File: src/rtl/conv_window_gen.sv
// 3x3 sliding-window generator over a raster pixel stream, using two line buffers.
// A window is emitted one cycle after each accept whose pixel sits at row>=2, col>=2.
module conv_window_gen #(
  parameter int IMG_W = 8,
  parameter int IMG_H = 8
) (
  input  logic              clk_i,
  input  logic              rst_n,
  input  logic signed [7:0] pix_i,
  input  logic              pix_valid_i,
  output logic              pix_ready_o,
  output logic signed [7:0] k_0,
  output logic signed [7:0] k_1,
  output logic signed [7:0] k_2,
  output logic signed [7:0] k_3,
  output logic signed [7:0] k_4,
  output logic signed [7:0] k_5,
  output logic signed [7:0] k_6,
  output logic signed [7:0] k_7,
  output logic signed [7:0] k_8,
  output logic              win_valid_o,
  input  logic              win_ready_i,
  output logic              frame_done_o
);
  localparam int CW = $clog2(IMG_W);
  localparam int RW = $clog2(IMG_H);
  localparam logic [CW-1:0] COL_MAX = CW'(IMG_W - 1);
  localparam logic [RW-1:0] ROW_MAX = RW'(IMG_H - 1);

  logic [CW-1:0] col;
  logic [RW-1:0] row;
  logic [7:0]    lb0 [IMG_W];
  logic [7:0]    lb1 [IMG_W];
  logic [8:0][7:0] win;
  logic [2:0][7:0] new_col;
  logic accept, last_col, last_row, win_hit, xfer;

  assign pix_ready_o = !win_valid_o | win_ready_i;
  assign accept      = pix_valid_i & pix_ready_o;
  assign xfer        = win_valid_o & win_ready_i;
  assign last_col    = (col == COL_MAX);
  assign last_row    = (row == ROW_MAX);
  assign win_hit     = accept && (row >= RW'(2)) && (col >= CW'(2));
  // right-hand column entering the window: oldest row first
  assign new_col     = {pix_i, lb0[col], lb1[col]};

  assign k_0 = win[0]; assign k_1 = win[1]; assign k_2 = win[2];
  assign k_3 = win[3]; assign k_4 = win[4]; assign k_5 = win[5];
  assign k_6 = win[6]; assign k_7 = win[7]; assign k_8 = win[8];

  // line buffers carry no reset; stale rows never reach a valid window
  always_ff @(posedge clk_i) begin
    if (accept) begin
      lb1[col] <= lb0[col];
      lb0[col] <= pix_i;
    end
  end

  always_ff @(posedge clk_i or negedge rst_n) begin
    if (!rst_n) begin
      col          <= '0;
      row          <= '0;
      win          <= '0;
      win_valid_o  <= 1'b0;
      frame_done_o <= 1'b0;
    end else begin
      frame_done_o <= accept && last_col && last_row;
      if (accept) begin
        for (int r = 0; r < 3; r++) begin
          win[3*r]   <= win[3*r+1];
          win[3*r+1] <= win[3*r+2];
          win[3*r+2] <= new_col[r];
        end
        if (last_col) begin
          col <= '0;
          row <= last_row ? '0 : row + RW'(1);
        end else begin
          col <= col + CW'(1);
        end
      end
      if (win_hit)   win_valid_o <= 1'b1;
      else if (xfer) win_valid_o <= 1'b0;
    end
  end
endmodule

File: config.mk
export PLATFORM = sky130hd
export DESIGN_NAME = conv_window_gen
export DESIGN_NICKNAME = d
export VERILOG_FILES = /design/src/rtl/conv_window_gen.sv
export SDC_FILE = /design/constraint.sdc
export NUM_CORES = 1
export LEC_CHECK = 0
export ABC_AREA = 1
export CELL_PAD_IN_SITES_DETAIL_PLACEMENT = 2
export CELL_PAD_IN_SITES_GLOBAL_PLACEMENT = 2
export CORE_ASPECT_RATIO = 2
export CORE_MARGIN = 1.5
export CORE_UTILIZATION = 33
export CTS_CLUSTER_SIZE = 30
export DETAILED_ROUTE_END_ITERATION = 8
export PLACE_DENSITY = 0.78
export SLEW_MARGIN = 20
export SYNTH_ARGS = -nofsm -noshare
export SYNTH_HDL_FRONTEND = slang
export SYNTH_SLANG_ARGS = --single-unit
File: constraint.sdc
create_clock -name clk_i -period 2.9 [get_ports clk_i]
set_clock_uncertainty 0.05 [all_clocks]
set_input_delay 0.58 -clock clk_i [delete_from_list [all_inputs] [get_ports clk_i]]
set_output_delay 0.58 -clock clk_i [all_outputs]
set_load 0.02 [all_outputs]
==> impl_metrics.py, run 1 <==
metrics = {
    "clock_network": {
        "postCtsHoldBufs": 0,
        "clock-sinks": 208,
        "cts_buffers": 19,
        "cts_max_level": 1,
        "insertion_delay_ns": 0.51,
        "cts.path.max_buffers": 3,
        "clk_pin_slew_ns": 0.07,
        "cts_resized": 0,
        "post_cts_buffers": 0,
        "clock_tree.root_cell": "clkbuf_16",
        "cts_tree": "yes",
    },
    "route": {
        "wl_per_cell_um": 19.60,
        "firstDrtPassIters": 5,
        "vias": 6191,
        "wirelength_mm": 25.23,
        "final_antenna_net_count": 0,
        "drc_errors": 0,
        "first_iter_violations": 274,
        "via_per_inst": 4.810,
    },
    "synth": {
        "synth_cell_types": 22,
        "avgSynthCellArea_um2": 9.931,
        "syn_inst": 846,
        "syn-num-nets": 864,
        "ys_ff_latch": 208,
        "netlist_area_um2": 8402,
        "yosysSeqAreaShare": 0.6958,
        "yosys_warnings": 0,
    },
    "timing": {
        "worst_pin_slew_ns": 0.6127,
        "min_period_ns": 2.458,
        "slew_headroom": 0.5916,
        "hold_ws_ns": -0.01639,
        "rsz0062_at_grt": "false",
        "period_share": 0.8476,
        "setup_viol": 0,
        "clock.fmax_mhz": 406.8,
        "hold_viol": 15,
        "slew_viol_final": 0,
    },
    "floorplan": {
        "die_area_um2": 26480,
        "core_um2": 25030,
        "die_h_um": 228.7,
        "core.rowCount": 82,
        "io_pins": 87,
        "die_w_um": 115.8,
        "start_util": 0.3356,
    },
    "place": {
        "placed_cell_area_um2": 9731,
        "hpwl_mm": 16.37,
        "port_buffers": 86,
        "gp_congestion": 0.7337,
    },
    "power_and_ir_drop": {
        "power.density_nw_per_um2": 1147,
        "peakVddDrop_uv": 670.5,
        "power.leakage_uw": 0.004703,
    },
    "run_status": {
        "run_status": "finished, violations left",
        "violations": "hold timing",
    },
    "final_layout": {
        "syn_to_final_growth_pct": 23.84,
        "fin_area_um2": 10410,
        "final_cell_mix": "nand2_1 (555), edfxtp_1 (128), clkdlybuf4s50_1 (85)",
        "nNetsFinal": 956,
        "insertedDiodeCount": 0,
        "final_common_cell": "nand2_1",
        "layout-drive-gt1-share": 0.07676,
    },
    "global_route": {
        "grt_pass1_wl_mm": 40.11,
        "grt_pass1_vias": 7001,
        "grt_antenna_before_repair": 0,
        "track_usage": 0.1990,
        "grt-ovfl-total": 0,
        "grt_max_degree": 50,
    },
    "worst_setup_path": {
        "worstSetupStartpointType": "primary input",
        "cp.required_ns": 2.27,
        "cp_max_fo": 3,
        "worstSetupPathType": "primary input to primary output",
        "cp-end-kind": "primary output",
        "arrival_ns": 1.83,
    },
    "worst_hold_path": {
        "hold_path.class": "primary input to async pin",
    },
    "job": {
        "maxCapViolCount": 0,
    },
}
-- registers in the layout, indices dropped and copies added (netlist names) --
register / cells
k_7: 8
k_8: 8
k_1: 8
lb1: 64
k_5: 8
k_4: 8
frame_done_o: 1
k_6: 8
k_3: 8
col: 3
k_0: 8
k_2: 8
lb0: 64
row: 3
win_valid_o: 1
-- area by class of cell --
type,count,area (um^2)
fillers,2677,14630
flip-flops and latches,208,5847
multi-input cells,587,2350
repair buffers,114,1081
clock buffers,27,609.3
well taps,336,420.4
clock inverters,7,65.06
inverters,8,32.53
-- layer usage --
| metal | routed length (um) | vias up | track usage |
|---|---|---|---|
| met5 | 0 | - | 0 |
| met4 | 625 | 0 | 0.06059 |
| met3 | 573 | 31 | 0.01644 |
| met2 | 14330 | 102 | 0.3779 |
| met1 | 9701 | 3208 | 0.2306 |
| li1 | - | 2850 | - |
-- stage by stage --
step	util	total power [uW]	setup TNS (ns)	setup slack (ns)	std cells
after floorplan	-	7119	-36.87	-0.3841	846
after global placement	0.3887	9109	0	0.4415	1253
after detailed placement	0.3887	9306	0	0.4420	1253
after CTS	0.4156	12100	0	0.4336	1287
after global routing	0.4156	12610	0	0.3942	1287
final	0.4156	11940	0	0.4420	1287
-- worst max-delay path: stages --
cell and delay [ns]:
clkdlybuf4s50_1 0.45, inv_1 0.03, nand2_1 0.13, clkdlybuf4s50_1 0.63
-- cells by family after synthesis --
kind of cell             Yosys count  synth area share
AO/OA/AOI/OAI                      7          0.004617
AND/OR/NAND/NOR                  574            0.2596
buffers and inverters             51           0.03112
adder cells (fa/ha/maj)            6          0.008935
flip-flops                       208            0.6958
-- power by group --
part	leakage, uW	total, uW	switching, uW	internal (uW)
clock	0.000335	2700	1130	1560
sequential	0.00218	4610	455	4150
combinational	0.00219	4640	3140	1500
total	0.00470	11900	4730	7210
-- final timing paths --
kind	cells after the start	start	slack (ns)	end
hold reg to reg	2	k_0[4]	0.43	k_0[4]
min in group clk_i	2	k_0[4]	0.43	k_0[4]
setup / recovery	4	win_ready_i	0.44	pix_ready_o
setup reg to reg	10	col[0]	0.58	k_5[7]
max in group asynchronous	2	rst_n	2.23	k_0[2]
hold / removal	1	rst_n	-0.02	k_6[1]
-- cells in the mapped netlist --
master / instances / area share
inv_2: 1 / 0.00045
o21ai_0: 4 / 0.0024
clkbuf_1: 9 / 0.0040
inv_4: 1 / 0.00075
buf_4: 3 / 0.0027
or2_2: 1 / 0.00075
nand3_1: 1 / 0.00060
nor4_1: 6 / 0.0045
nand2_1: 556 / 0.25
buf_1: 1 / 0.00045
a21oi_1: 2 / 0.0012
inv_1: 5 / 0.0022
ha_1: 6 / 0.0089
o221ai_1: 1 / 0.0010
buf_2: 27 / 0.016
buf_6: 3 / 0.0040
clkinv_1: 1 / 0.00045
nand4_1: 2 / 0.0015
nor3_1: 2 / 0.0012
edfxtp_1: 128 / 0.46
nor2_1: 6 / 0.0027
dfrtp_1: 80 / 0.24
Power figures use the tool's default switching activity.
==> inputs of run 2 (changes only) <==
- CORE_UTILIZATION: 33 -> 36
- PLACE_DENSITY: 0.78 -> 0.81
- clock period: 2.9 -> 2.45 ns (I/O delays scaled with it)
==> run 2 against run 1 <==
Net effect: the run now ends clean; non-clock buffer count up 6; sequential share of layout area is 0.74 points lower; total power grew 23%; first-iteration DRC count is 5.8% lower; global-route usage is 3.1 points higher; highest routed layer unchanged.
==> impl_metrics.py, run 2 (synthesized netlist as in run 1, its figures left out) <==
metrics = {
    "final_layout": {
        "fin_cells": 1237,
        "register_area_um2": 5847,
        "top_regs": "lb0: 64 flops, lb1: 64 flops",
        "final_core_util": 0.4617,
        "insertedDiodeCount": 0,
        "syn_to_final_growth_pct": 25.50,
        "fillers": 2448,
        "layout-drive-gt1-share": 0.08046,
        "multi_input_area_um2": 2402,
        "final_common_cell": "nand2_1",
        "final_cell_mix": "nand2_1 (555), edfxtp_1 (128), clkdlybuf4s50_1 (85)",
        "nNetsFinal": 962,
    },
    "timing": {
        "slew_headroom": 0.5665,
        "slew_viol_final": 0,
        "fin_ws_ns": 0.1552,
        "clock.fmax_mhz": 435.8,
        "setup_viol": 0,
        "hold_ws_ns": 0.4308,
        "hold_viol": 0,
        "period_share": 0.9366,
        "rsz0062_at_grt": "false",
        "min_period_ns": 2.295,
        "worst_pin_slew_ns": 0.6496,
    },
    "worst_setup_path": {
        "cp_max_fo": 3,
        "worstSetupPathType": "primary input to primary output",
        "worstSetupStartpointType": "primary input",
        "cp-end-kind": "primary output",
        "cp.required_ns": 1.91,
        "reg2reg_depth": 6,
        "arrival_ns": 1.75,
    },
    "route": {
        "vias": 6286,
        "wirelength_mm": 26.99,
        "first_iter_violations": 258,
        "wl_per_cell_um": 21.82,
        "firstDrtPassIters": 4,
        "final_antenna_net_count": 0,
        "drc_errors": 0,
        "via_per_inst": 5.082,
    },
    "clock_network": {
        "cts_max_level": 1,
        "post_cts_buffers": 0,
        "clock_tree.root_cell": "clkbuf_16",
        "clock-sinks": 208,
        "cts_tree": "yes",
        "cts.path.max_buffers": 3,
        "cts_buffers": 19,
        "insertion_delay_ns": 0.50,
        "clk_pin_slew_ns": 0.07,
    },
    "run_status": {
        "run_status": "finished, final reports clean",
    },
    "power_and_ir_drop": {
        "peakVddDrop_uv": 682.3,
        "power.leakage_uw": 0.004778,
        "p_seq_frac": 0.373,
        "pwr-share-comb": 0.406,
        "internal-power_uw": 8812,
        "power.density_nw_per_um2": 1388,
        "p_sw_frac": 0.3978,
        "power_frac_clock": 0.221,
        "power_switching_uw": 5822,
    },
    "global_route": {
        "grt_use_met3": 0.02486,
        "top_usage_layer": "met2",
        "grt_antenna_before_repair": 0,
        "globalRouteMet1Util": 0.2410,
        "met2_usage": 0.4673,
        "grt_max_degree": 73,
        "grt_pass1_wl_mm": 42.59,
        "grt_pass1_vias": 7351,
        "track_usage": 0.2299,
        "grt-ovfl-total": 0,
    },
    "floorplan": {
        "die_area_um2": 24320,
        "die_w_um": 111.0,
        "core.rowCount": 78,
        "io_pins": 87,
        "core_um2": 22840,
        "die_h_um": 219.0,
        "start_util": 0.3679,
    },
    "place": {
        "hpwl_mm": 17.89,
        "pre_cts_ws_ns": 0.1318,
        "gp_congestion": 0.7575,
        "port_buffers": 86,
        "place_inst": 1202,
    },
    "job": {
        "maxCapViolCount": 0,
    },
    "worst_hold_path": {
        "hold_path.class": "primary input to async pin",
    },
}
run 2: critical path, cell delays in order:
cell	delay [ns]
clkdlybuf4s50_1	0.45
inv_1	0.04
nand2_1	0.13
clkdlybuf4s50_1	0.64
run 2: final timing paths:
path,startpoint,endpoint,slack [ns]
setup reg to reg,col[0],lb1[0][6],0.29
setup / recovery,win_ready_i,pix_ready_o,0.16
max in group asynchronous,rst_n,k_0[1],1.34
min in group clk_i,k_0[2],k_0[2],0.43
hold reg to reg,k_0[2],k_0[2],0.43
hold / removal,rst_n,k_6[4],0.43
run 2: per-stage QoR:
stage	area, um^2	power [uW]	TNS [ns]
2_1_floorplan	8492	8527	-9.162
3_3_place_gp	9851	11070	0
3_5_place_dp	9851	11470	0
4_1_cts	10540	14850	0
5_1_grt	10540	15460	0
6_report	10540	14630	0
run 2: power groups by stage:
stage / clock network [uW] / registers [uW] / logic (uW)
6_report: 3230 / 5460 / 5950
5_1_grt: 3410 / 5550 / 6500
4_1_cts: 3290 / 5470 / 6090
3_5_place_dp: 0 / 5510 / 5960
3_3_place_gp: 0 / 5450 / 5610
2_1_floorplan: 0 / 5970 / 2550
run 2: layout make-up:
cell class | count | area share
flip-flops and latches | 208 | 0.5545
multi-input cells | 587 | 0.2278
repair buffers | 120 | 0.1165
clock buffers | 28 | 0.05933
well taps | 280 | 0.03323
clock inverters | 6 | 0.005459
inverters | 8 | 0.003085
run 2: repair_timing:
item	in CTS	in global routing
hold buffers	1	0
hold endpoints to repair	32	0
endpoints found under the setup margin	0	0
gates resized for setup	0	0
run 2: per-layer routing:
metal,routed length [um],share of wire
met1,9652,0.36
met2,15810,0.59
met3,829,0.031
met4,697,0.026
met5,0,0
